$ cat src/rtl/fetch_pkg.sv
// fetch_pkg: shared widths and FSM states for the instruction fetch stage.
// HALT is present only when FETCH_ALIGN_CHECK_EN is defined.
package fetch_pkg;
  localparam int INSTR_W = 32;
  localparam int ADDR_W  = 64;
  localparam int PC_STEP = 4;
  typedef enum logic [1:0] {
    IDLE,
    RUN,
    DONE
`ifdef FETCH_ALIGN_CHECK_EN
    , HALT
`endif
  } state_e;
endpackage

$ cat src/rtl/fetch_skid_buffer.sv
// fetch_skid_buffer: output register plus one skid entry, strict order, flushable.
module fetch_skid_buffer
  import fetch_pkg::*;
(
  input  logic               clk,
  input  logic               rst_n,
  input  logic               flush_i,
  input  logic               in_valid_i,
  input  logic [INSTR_W-1:0] in_instr_i,
  input  logic [ADDR_W-1:0]  in_pc_i,
  input  logic               out_ready_i,
  output logic               out_valid_o,
  output logic [INSTR_W-1:0] out_instr_o,
  output logic [ADDR_W-1:0]  out_pc_o,
  output logic               skid_valid_o
);
  logic               out_valid_q, out_valid_d, skid_valid_q, skid_valid_d;
  logic [INSTR_W-1:0] out_instr_q, out_instr_d, skid_instr_q, skid_instr_d;
  logic [ADDR_W-1:0]  out_pc_q, out_pc_d, skid_pc_q, skid_pc_d;
  logic               free;
  assign free = !out_valid_q || out_ready_i;
  always_comb begin
    out_valid_d  = out_valid_q;
    out_instr_d  = out_instr_q;
    out_pc_d     = out_pc_q;
    skid_valid_d = skid_valid_q;
    skid_instr_d = skid_instr_q;
    skid_pc_d    = skid_pc_q;
    if (flush_i) begin
      out_valid_d  = 1'b0;
      skid_valid_d = 1'b0;
    end else if (free) begin
      // the skid entry is older than the incoming word, so it goes out first
      out_valid_d  = skid_valid_q || in_valid_i;
      out_instr_d  = skid_valid_q ? skid_instr_q : in_valid_i ? in_instr_i : out_instr_q;
      out_pc_d     = skid_valid_q ? skid_pc_q : in_valid_i ? in_pc_i : out_pc_q;
      skid_valid_d = skid_valid_q && in_valid_i;
      skid_instr_d = in_instr_i;
      skid_pc_d    = in_pc_i;
    end else if (in_valid_i) begin
      skid_valid_d = 1'b1;
      skid_instr_d = in_instr_i;
      skid_pc_d    = in_pc_i;
    end
  end
  always_ff @(posedge clk or negedge rst_n) begin
    if (!rst_n) begin
      out_valid_q  <= 1'b0;
      out_instr_q  <= '0;
      out_pc_q     <= '0;
      skid_valid_q <= 1'b0;
      skid_instr_q <= '0;
      skid_pc_q    <= '0;
    end else begin
      out_valid_q  <= out_valid_d;
      out_instr_q  <= out_instr_d;
      out_pc_q     <= out_pc_d;
      skid_valid_q <= skid_valid_d;
      skid_instr_q <= skid_instr_d;
      skid_pc_q    <= skid_pc_d;
    end
  end
  assign out_valid_o  = out_valid_q;
  assign out_instr_o  = out_instr_q;
  assign out_pc_o     = out_pc_q;
  assign skid_valid_o = skid_valid_q;
endmodule

$ cat src/rtl/instruction_fetch.sv
// instruction_fetch: PC, fetch FSM and inflight tracking feeding a two-entry output buffer.
// FETCH_ALIGN_CHECK_EN adds the fault port and the HALT state for misaligned redirects.
module instruction_fetch
  import fetch_pkg::*;
#(
  parameter logic [ADDR_W-1:0] RESET_PC  = '0,
  parameter int                MEM_BYTES = 4096
) (
  input  logic               clk,
  input  logic               rst_n,
  output logic [ADDR_W-1:0]  fetch_addr,
  input  logic [INSTR_W-1:0] imem_instr,
  output logic               out_valid,
  input  logic               out_ready,
  output logic [INSTR_W-1:0] out_instr,
  output logic [ADDR_W-1:0]  out_pc,
  input  logic               redirect_valid,
  input  logic [ADDR_W-1:0]  redirect_target,
  output logic               done
`ifdef FETCH_ALIGN_CHECK_EN
  , output logic             fault
`endif
);
  localparam logic [ADDR_W-1:0] LAST_PC = ADDR_W'(MEM_BYTES - PC_STEP);
  state_e            state_q, state_d;
  logic [ADDR_W-1:0] pc_q, pc_d, infl_pc_q, infl_pc_d, target;
  logic              infl_valid_q, infl_valid_d, done_q, done_d;
  logic              skid_valid, drain, issue, redir;
  logic [1:0]        occ_after;
`ifdef FETCH_ALIGN_CHECK_EN
  logic fault_q, fault_d, misaligned;
  assign target     = redirect_target;
  assign misaligned = |redirect_target[1:0];
  assign redir      = redirect_valid && state_q != HALT;
  assign fault      = fault_q;
`else
  assign target = redirect_target & ~ADDR_W'(3);
  assign redir  = redirect_valid;
`endif
  assign drain     = out_valid && out_ready;
  assign occ_after = 2'(out_valid) + 2'(skid_valid) + 2'(infl_valid_q) - 2'(drain);
  assign issue     = state_q == RUN && !redirect_valid && pc_q <= LAST_PC && occ_after < 2'd2;
  assign fetch_addr = pc_q;
  assign done       = done_q;
  always_comb begin
    state_d      = state_q;
    pc_d         = issue ? pc_q + ADDR_W'(PC_STEP) : pc_q;
    infl_valid_d = issue;
    infl_pc_d    = issue ? pc_q : infl_pc_q;
    done_d       = done_q;
`ifdef FETCH_ALIGN_CHECK_EN
    fault_d      = fault_q;
`endif
    if (redir) begin
`ifdef FETCH_ALIGN_CHECK_EN
      state_d = misaligned ? HALT : RUN;
      fault_d = fault_q || misaligned;
      pc_d    = misaligned ? pc_q : target;
`else
      state_d = RUN;
      pc_d    = target;
`endif
      done_d  = 1'b0;
    end else if (state_q == IDLE) begin
      state_d = RUN;
    end else if (state_q == RUN && pc_q > LAST_PC) begin
      state_d = DONE;
      done_d  = 1'b1;
    end
  end
  always_ff @(posedge clk or negedge rst_n) begin
    if (!rst_n) begin
      state_q      <= IDLE;
      pc_q         <= RESET_PC;
      infl_valid_q <= 1'b0;
      infl_pc_q    <= '0;
      done_q       <= 1'b0;
`ifdef FETCH_ALIGN_CHECK_EN
      fault_q      <= 1'b0;
`endif
    end else begin
      state_q      <= state_d;
      pc_q         <= pc_d;
      infl_valid_q <= infl_valid_d;
      infl_pc_q    <= infl_pc_d;
      done_q       <= done_d;
`ifdef FETCH_ALIGN_CHECK_EN
      fault_q      <= fault_d;
`endif
    end
  end
  // the word returning during a redirect cycle is wrong-path; flush drops it with the rest
  fetch_skid_buffer u_buf (
    .clk          (clk),
    .rst_n        (rst_n),
    .flush_i      (redir),
    .in_valid_i   (infl_valid_q),
    .in_instr_i   (imem_instr),
    .in_pc_i      (infl_pc_q),
    .out_ready_i  (out_ready),
    .out_valid_o  (out_valid),
    .out_instr_o  (out_instr),
    .out_pc_o     (out_pc),
    .skid_valid_o (skid_valid)
  );
endmodule

$ cat config.mk
export PLATFORM = sky130hd
export DESIGN_NAME = instruction_fetch
export DESIGN_NICKNAME = d
export VERILOG_FILES = /design/src/rtl/fetch_pkg.sv /design/src/rtl/fetch_skid_buffer.sv /design/src/rtl/instruction_fetch.sv
export SDC_FILE = /design/constraint.sdc
export NUM_CORES = 1
export LEC_CHECK = 0
export CAP_MARGIN = 20
export CORE_ASPECT_RATIO = 1.4
export CORE_MARGIN = 10
export CORE_UTILIZATION = 46
export DETAILED_ROUTE_END_ITERATION = 12
export HOLD_SLACK_MARGIN = 0.05
export PLACE_DENSITY = 0.83
export REMOVE_ABC_BUFFERS = 1
export SYNTH_ARGS = -nofsm -noshare
export SYNTH_HDL_FRONTEND = slang
export SYNTH_SLANG_ARGS = --single-unit
$ cat constraint.sdc
create_clock -name clk -period 3.15 [get_ports clk]
set_input_delay 0.315 -clock clk [delete_from_list [all_inputs] [get_ports clk]]
set_output_delay 0.315 -clock clk [all_outputs]
set_load 0.01 [all_outputs]
# Word level (Yosys, flattened, before mapping)
# Cells that the tools add are included.
# classes
add_sub_neg	4
magnitude_cmp	3
n_eq_ne	2
n_mux	19
bitwise	1
n_reduce_logical	21
# op_table
op	n
$mux W64	5
$mux W32	3
$add A64 B3 Y64 const B	1
$gt A64 B12 Y1 const B	1
$le A64 B12 Y1 const B	1
$reduce_bool A2 Y1	5
$mux W1	8
$logic_and A1 B1 Y1	6
$mux W2	3
$reduce_bool A3 Y1	2
$reduce_and A2 Y1	2
$reduce_and A3 Y1	1
$add A1 B1 Y2	1
$add A2 B1 Y2	1
$eq A2 B1 Y1 const B	1
$logic_not A1 Y1	2
$logic_not A2 Y1	1
$logic_or A1 B1 Y1	2
$lt A2 B2 Y1 const B	1
$ne A2 B2 Y1 const B	1
$sub A2 B1 Y2	1
$not A1 Y1	1
# totals
ff_bits	326
in_bits	100
out_inout_bits	162

# Depth between registers and ports, before layout
# Gate-level depths: netlist of run 1.
# depth
depth_word	7
mapped_depth	13
ltp_nobuf	9

# By module
# Synthesis of run 1 repeated with hierarchy kept, for this count alone.
# hier_totals
hier_cells	880
area_unflattened_um2	13271.5
# modules_own_cells
mod	instances	cells_each	area_each_um2	seq_area_each_um2
fetch_skid_buffer	1	522	8355.5	4854.7
instruction_fetch	1	358	4916.0	3203.1

# Least setup slack after synthesis of run 1
# Ideal clock, no wire load.
# synth_path
path_type	register -> register
start	reg u_buf.skid_valid_q, in the netlist u_buf.skid_valid_o
end	reg infl_pc_q[10]
arrival_time_ns	3.348
setup_slack_ns	-0.323
path_stages_with_launch	14
synth_period_minus_slack_ns	3.473
path_cell_list	dfrtp_1 clkbuf_1 clkbuf_1 clkbuf_1 inv_1 ha_1 inv_1 ha_1 a21oi_1 xor2_1 nand2_1 nor3_4 buf_4 mux2_2
# synth_via
elab_chain_len	5
# synth_rtl
item	line	source
from (decl)	fetch_skid_buffer.sv:17	logic out_valid_q, out_valid_d, skid_valid_q, skid_valid_d;
from (signal assigned)	fetch_skid_buffer.sv:58	skid_valid_q <= skid_valid_d;
$add A1 B1 Y2	instruction_fetch.sv:41	assign occ_after = 2'(out_valid) + 2'(skid_valid) + 2'(infl_valid_q) - 2'(drain);
$add A2 B1 Y2	instruction_fetch.sv:41	
$sub A2 B1 Y2	instruction_fetch.sv:41	
$lt A2 B2 Y1	instruction_fetch.sv:42	assign issue = state_q == RUN && !redirect_valid && pc_q <= LAST_PC && occ_after < 2'd2;
$logic_and A1 B1 Y1	instruction_fetch.sv:42	
to (signal assigned)	instruction_fetch.sv:85	infl_pc_q <= infl_pc_d;
to (decl)	instruction_fetch.sv:26	logic [ADDR_W-1:0] pc_q, pc_d, infl_pc_q, infl_pc_d, target;
# Every way passes these cells.
# A chain may end at the register's enable or synchronous reset.

# Worst setup path after layout of run 1
# layout_path
start	reg u_buf.out_valid_q, in the netlist u_buf.out_valid_o
end	reg pc_q[8], in the netlist fetch_addr[8]
# layout_via
elab_chain_len	6
# layout_rtl
item	line	source
from (decl)	fetch_skid_buffer.sv:17	
from (signal assigned)	fetch_skid_buffer.sv:55	out_valid_q <= out_valid_d;
$add A1 B1 Y2	instruction_fetch.sv:41	
$add A2 B1 Y2	instruction_fetch.sv:41	
$sub A2 B1 Y2 (*)	instruction_fetch.sv:41	
$lt A2 B2 Y1 (*)	instruction_fetch.sv:42	
$logic_and A1 B1 Y1 (*)	instruction_fetch.sv:42	
$reduce_bool A2 Y1 (no line) (*)	-	
to (signal assigned)	instruction_fetch.sv:83	pc_q <= pc_d;
to (decl)	instruction_fetch.sv:26	
# Mark *: on every way between the ends. The rest lies on a longest branch, timed or not.

==> reports/metrics.yaml, run 1 <==
antenna_found_initial: 0
clock-root-buffer: "clkbuf_16"
required_ns: 3.61
period_minus_slack_ns: 2.75
synthCells: 978
routed_wl_um: 29500
p_comb_share_pct: 10.4
ys_ff_latch: 318
fin_crit_sh_pct: 87.3
first_pass_iters: 4
worstPathArrival_ns: 3.22
grt_pass1_vias: 8853
diodes: 0
nets: 1325
coreArea_mm2: 0.0275
clk_latency_ns: 0.55
syn_area_per_cell_um2: 13.0
irDropWorstVdd_v: 0.000479
die_w_um: 161
yosysWarnings: 0
yosysSeqAreaShare_pct: 62.5
wire_per_inst_um: 18.3
post-cts-setup-buffers: 0
drv_cap: 0
cts_max_path_buffers: 3
final_common_cell: "dfrtp_1"
routabilityCongestion: 0.820
start_kind: "flop"
fin_hold_ws_ns: 0.258
p_int_mw: 6.97
clkPwrFrac_pct: 40.6
row_count: 72
worst_setup_path_end_kind: "flop"
dp_hpwl_um: 19700
yosysUniqueCellTypes: 36
numCtsBuffers: 30
critPathBufInv: 2
grt_max_degree: 97
worst_pin_slew_ns: 0.793
rsz0062_at_grt: "false"
synthesis.area_mm2: 0.0127
grt_overflow: 0
power_frac_seq_pct: 49.0
initial_core_util_pct: 46.3
fin_util_pct: 61.1
critical_path.cell_chain: "and2_1, ha_1, inv_1, ha_1, a21oi_1, xor2_1, nand2_1, buf_4, or4b_1, a31oi_1"
cts_tree: "yes"
path_max_fanout: 18
post_cts_resized: 0
swShare_pct: 22.9
die_h_um: 217
min_path_type: "input port to flop"
power.density_mw_per_mm2: 539
slew_violations: 0
area_growth_syn_to_layout_pct: 31.9
cpLargestDelayFamily: "simple AND/OR/NAND/NOR gates"
drt_iter0_drc: 390
ios: 262
power_switching_mw: 2.07
fill_cells: 2131
critPathMaxStageDelay_ns: 0.48
grt_pass1_wl_um: 48000
via_per_inst: 5.16
cts_sinks: 318
worst_path_max_delay_cell: "or4b_1"
drive_gt1_share_pct: 18.6
skew_ns: 0.0131
drtAntennaViolNets: 0
io_buffers: 255
layout_common_cells: "317 x dfrtp_1, 253 x clkdlybuf4s50_1, 156 x mux2_2"
vias: 8324
setup_viol: 0
power_leakage_nw: 7.18
cts_htree_levels: 1
route.detailed.drc: 0
clkSlewWorstSetupHoldPaths_ns: 0.07
max_slew_margin_pct: 47.1
max_freq_ghz: 0.364
grt_usage_pct: 16.6
hold_buffers: 1
dieArea_mm2: 0.0348
crit_type: "flop to flop"
path_common_cell: "ha_1"
finalHoldViolCount: 0
outcome: "finished clean"
[power by group through the flow]
stage	registers [mW]	clock network (mW)	logic, mW
2_1_floorplan	4.53	0	0.272
3_3_place_gp	4.49	0	0.928
3_5_place_dp	4.50	0	0.947
4_1_cts	4.43	3.79	0.957
5_1_grt	4.45	3.95	1.02
6_report	4.43	3.67	0.937
[layer usage]
layer	track usage, %	wire length [um]
met1	19.0	11400
met4	5.03	652
met2	27.9	14400
met5	0	0
met3	7.10	2990
[final timing paths]
path	cells past startpoint	start	slack (ns)	endpoint
setup / recovery	10	u_buf.out_valid_o$_DFFE_PN0P_	0.40	fetch_addr[8]$_DFFE_PN0P_
hold / removal	3	redirect_valid	0.26	u_buf.skid_valid_o$_DFFE_PN0P_
hold reg to reg	1	u_buf.skid_instr_q[12]$_DFFE_PN0P_	0.50	u_buf.skid_instr_q[12]$_DFFE_PN0P_
min in group asynchronous	2	rst_n	0.33	fetch_addr[20]$_DFFE_PN0P_
setup reg to reg	10	u_buf.out_valid_o$_DFFE_PN0P_	0.40	fetch_addr[8]$_DFFE_PN0P_
max in group asynchronous	3	rst_n	2.02	u_buf.skid_pc_q[37]$_DFFE_PN0P_
[kinds of logic after synthesis]
logic type / after synthesis / share of synthesized area (%)
muxes: 250 / 21.2
and+or+nand+nor: 215 / 8.47
adders and majority gates: 3 / 0.295
buffers and inverters: 68 / 2.28
xor gates and xnor gates: 1 / 0.0689
other: 1 / 0.0295
DFF: 318 / 62.5
AOI/OAI and AO/OA: 122 / 5.10
[synthesized netlist by cell type (all sizes together)]
master / n / area share [%]
dfrtp: 318 / 63
a21oi: 100 / 3.9
o21ai: 4 / 0.16
and2: 1 / 0.049
nor3: 5 / 0.29
o211ai: 1 / 0.059
nand4: 3 / 0.15
nand4b: 1 / 0.069
a21o: 1 / 0.059
nand3: 8 / 0.31
or4: 5 / 0.30
mux2: 156 / 14
ha: 3 / 0.30
or2: 1 / 0.049
xor2: 1 / 0.069
nor2b: 55 / 2.7
nor2: 110 / 3.2
nand2b: 1 / 0.049
or3: 1 / 0.049
buf: 17 / 0.78
o41ai: 4 / 0.28
a31oi: 9 / 0.44
o31ai: 3 / 0.18
conb: 1 / 0.029
nand2: 7 / 0.21
clkbuf: 47 / 1.4
mux2i: 94 / 7.4
inv: 4 / 0.12
or4b: 4 / 0.31
nor4: 13 / 0.69
[stage by stage]
step | power (mW) | setup WS (ns) | setup TNS [ns] | instance area (um^2) | instances
after floorplan | 4.80 | -10.06 | -1363.23 | 12500 | 917
after global placement | 5.42 | 0.214 | 0 | 15700 | 1559
after detailed placement | 5.45 | 0.132 | 0 | 15700 | 1559
after CTS | 9.18 | 0.424 | 0 | 16800 | 1614
after global routing | 9.42 | 0.239 | 0 | 16800 | 1614
final | 9.04 | 0.399 | 0 | 16800 | 1614
[sequential cells by signal (all words and copies together), names as in the netlist]
| register | cells |
|---|---|
| u_buf.skid_pc_q | 62 |
| u_buf.skid_instr_q | 32 |
| infl_valid_q | 1 |
| u_buf.skid_valid_o | 1 |
| fetch_addr | 62 |
| u_buf.out_pc_o | 62 |
| u_buf.out_instr_o | 32 |
| infl_pc_q | 62 |
| done | 1 |
| u_buf.out_valid_o | 1 |
| state_q | 2 |
[worst register-to-register path, delay by kind of cell (launching register included)]
family	cells	cell delay, ns
adders and majority gates	2	0.53
AOI/OAI and AO/OA	2	0.37
and+or+nand+nor	3	0.81
xor gates and xnor gates	1	0.27
buffers and inverters	2	0.27
DFF	1	0.41
[area by class of cell]
| cell class | count | area (um^2) | share of cell area (%) |
|---|---|---|---|
| repair buffers | 273 | 2820 | 16.8 |
| multi-input cells | 595 | 4500 | 26.8 |
| inverters | 4 | 15.0 | 0.0895 |
| well taps | 370 | 463 | 2.76 |
| flip-flops and latches | 318 | 7960 | 47.5 |
| clock buffers | 39 | 856 | 5.10 |
| clock inverters | 15 | 163 | 0.970 |
Note: power is estimated with default switching activity, not from simulation.
==> run 2, diff against run 1 <==
PLACE_DENSITY = unset   (was 0.83)
PLACE_DENSITY_LB_ADDON = 0.2   (was unset)
==> reports/metrics.yaml, run 2 (same netlist as run 1, synthesis figures left out) <==
skew_ns: 0.00991  # was 0.0131 ns
drive_gt1_share_pct: 18.8  # was 18.6%
grt_overflow: 0  # unchanged
die_w_um: 161  # unchanged
finalWorstSetupSlack_ns: 0.436  # was 0.399 ns
critical_path.cell_chain: "and2_1, ha_1, inv_1, ha_1, a21oi_1, xor2_1, nand2_1, buf_4, or4_1, a31oi_1"  # was and2_1, ha_1, inv_1, ha_1, a21oi_1, xor2_1, nand2_1, buf_4, or4b_1, a31oi_1
cts_sinks: 318  # unchanged
nets: 1327  # was 1,325
worstPathArrival_ns: 3.18  # was 3.22 ns
antenna_found_initial: 0  # unchanged
cts_htree_levels: 1  # unchanged
power_switching_mw: 2.05  # was 2.07 mW
fin_crit_sh_pct: 86.2  # was 87.3%
critPathMaxStageDelay_ns: 0.47  # was 0.48 ns
worst_setup_path_end_kind: "flop"  # unchanged
crit_type: "flop to flop"  # unchanged
setup_viol: 0  # unchanged
path_common_cell: "ha_1"  # unchanged
slew_violations: 0  # unchanged
place_area_mm2: 0.0157  # about the same
dieArea_mm2: 0.0348  # unchanged
cpLargestDelayFamily: "simple AND/OR/NAND/NOR gates"  # unchanged
diodes: 0  # unchanged
numCtsBuffers: 30  # unchanged
area_growth_syn_to_layout_pct: 32.6  # was 31.9%
clkPwrFrac_pct: 42.6  # was 40.6%
route.detailed.drc: 0  # unchanged
power.density_mw_per_mm2: 553  # was 539 mW/mm^2
final_area_mm2: 0.0169  # was 0.0168 mm^2
drtAntennaViolNets: 0  # unchanged
irDropWorstVdd_v: 0.000447  # was 0.000479 V
place_ws_ns: 0.162  # was 0.132 ns
power_frac_seq_pct: 47.4  # was 49.0%
layout_common_cells: "317 x dfrtp_1, 253 x clkdlybuf4s50_1, 156 x mux2_2"  # unchanged
worst_r2r_path_depth: 10  # unchanged
wire_per_inst_um: 18.2  # was 18.3 um
finalHoldViolCount: 0  # unchanged
required_ns: 3.61  # about the same
vias: 8271  # was 8,324
coreArea_mm2: 0.0275  # unchanged
power_leakage_nw: 7.22  # was 7.18 nW
grt_pass1_wl_um: 48400  # was 48,000 um
cts_max_path_buffers: 3  # unchanged
grt_usage_pct: 16.8  # was 16.6%
post_cts_resized: 0  # unchanged
period_minus_slack_ns: 2.71  # was 2.75 ns
io_buffers: 255  # unchanged
grt_max_degree: 95  # was 97
first_pass_iters: 4  # unchanged
path_max_fanout: 18  # unchanged
ios: 262  # unchanged
drt_iter0_drc: 370  # was 390
max_freq_ghz: 0.368  # was 0.364 GHz
fill_cells: 2204  # was 2,131
outcome: "finished clean"  # unchanged
worst_pin_slew_ns: 0.996  # was 0.793 ns
clkSlewWorstSetupHoldPaths_ns: 0.06  # was 0.07 ns
dp_hpwl_um: 19900  # was 19,700 um
max_slew_margin_pct: 33.6  # was 47.1%
clk_latency_ns: 0.55  # about the same
worst_path_max_delay_cell: "or4_1"  # was or4b_1
cp.depth: 10  # unchanged
clock-root-buffer: "clkbuf_16"  # unchanged
cts_tree: "yes"  # unchanged
fin_util_pct: 61.4  # was 61.1%
drv_cap: 0  # unchanged
grt_pass1_vias: 8875  # was 8,853
initial_core_util_pct: 46.3  # unchanged
swShare_pct: 21.9  # was 22.9%
final_common_cell: "dfrtp_1"  # unchanged
start_kind: "flop"  # unchanged
routabilityCongestion: 0.730  # was 0.820
min_path_type: "input port to async pin"  # was input port to flop
p_comb_share_pct: 10.0  # was 10.4%
critPathBufInv: 2  # unchanged
p_int_mw: 7.28  # was 6.97 mW
row_count: 72  # unchanged
die_h_um: 217  # unchanged
routed_wl_um: 29500  # unchanged
setup_tns_ns: 0  # unchanged
via_per_inst: 5.11  # was 5.16
rsz0062_at_grt: "false"  # unchanged
power.total_mw: 9.33  # was 9.04 mW
r2r_slack_ns: 0.44  # was 0.40 ns
[run 2: repair_timing]
action	CTS	global route
setup buffers	0	0
endpoints found under the hold margin	56	0
hold buffers	1	0
[run 2: routing by layer]
layer  vias up  part of all wire [%]  track usage [%]
li1       3916                     -                -
met1      4067                    40             20.0
met2       253                    48             27.6
met3        35                    10             7.25
met4         0                   1.7             4.23
met5         -                     0                0
[run 2: power by group through the flow]
stage	sequential [mW]	combinational (mW)	clock (mW)
floorplan	4.53	0.272	0
global placement	4.49	0.941	0
CTS	4.42	0.961	4.09
finish	4.42	0.937	3.98
global route	4.45	1.03	4.26
detailed placement	4.50	0.953	0
[run 2: final cells by class]
type / instances / area (um^2) / area share [%]
inverters: 4 / 15.0 / 0.0890
multi-input cells: 595 / 4500 / 26.7
repair buffers: 275 / 2810 / 16.6
clock buffers: 43 / 901 / 5.34
flip-flops and latches: 318 / 7960 / 47.2
well taps: 370 / 463 / 2.74
clock inverters: 13 / 225 / 1.33
[run 2: final timing paths]
path | from | to
max | u_buf.out_valid_o$_DFFE_PN0P_ | fetch_addr[6]$_DFFE_PN0P_
min | rst_n | u_buf.out_instr_o[23]$_DFFE_PN0P_
max reg2reg | u_buf.out_valid_o$_DFFE_PN0P_ | fetch_addr[6]$_DFFE_PN0P_
min reg2reg | u_buf.skid_pc_q[45]$_DFFE_PN0P_ | u_buf.skid_pc_q[45]$_DFFE_PN0P_
max in group asynchronous | rst_n | fetch_addr[46]$_DFFE_PN0P_
min in group clk | redirect_target[5] | fetch_addr[5]$_DFFE_PN0P_
[run 2: metrics by stage]
stage                     cells  hold WS (ns)
after detailed placement   1561         0.299
after floorplan             917        0.0194
after global routing       1618         0.310
after global placement     1561         0.288
after CTS                  1618         0.289
final                      1618         0.303
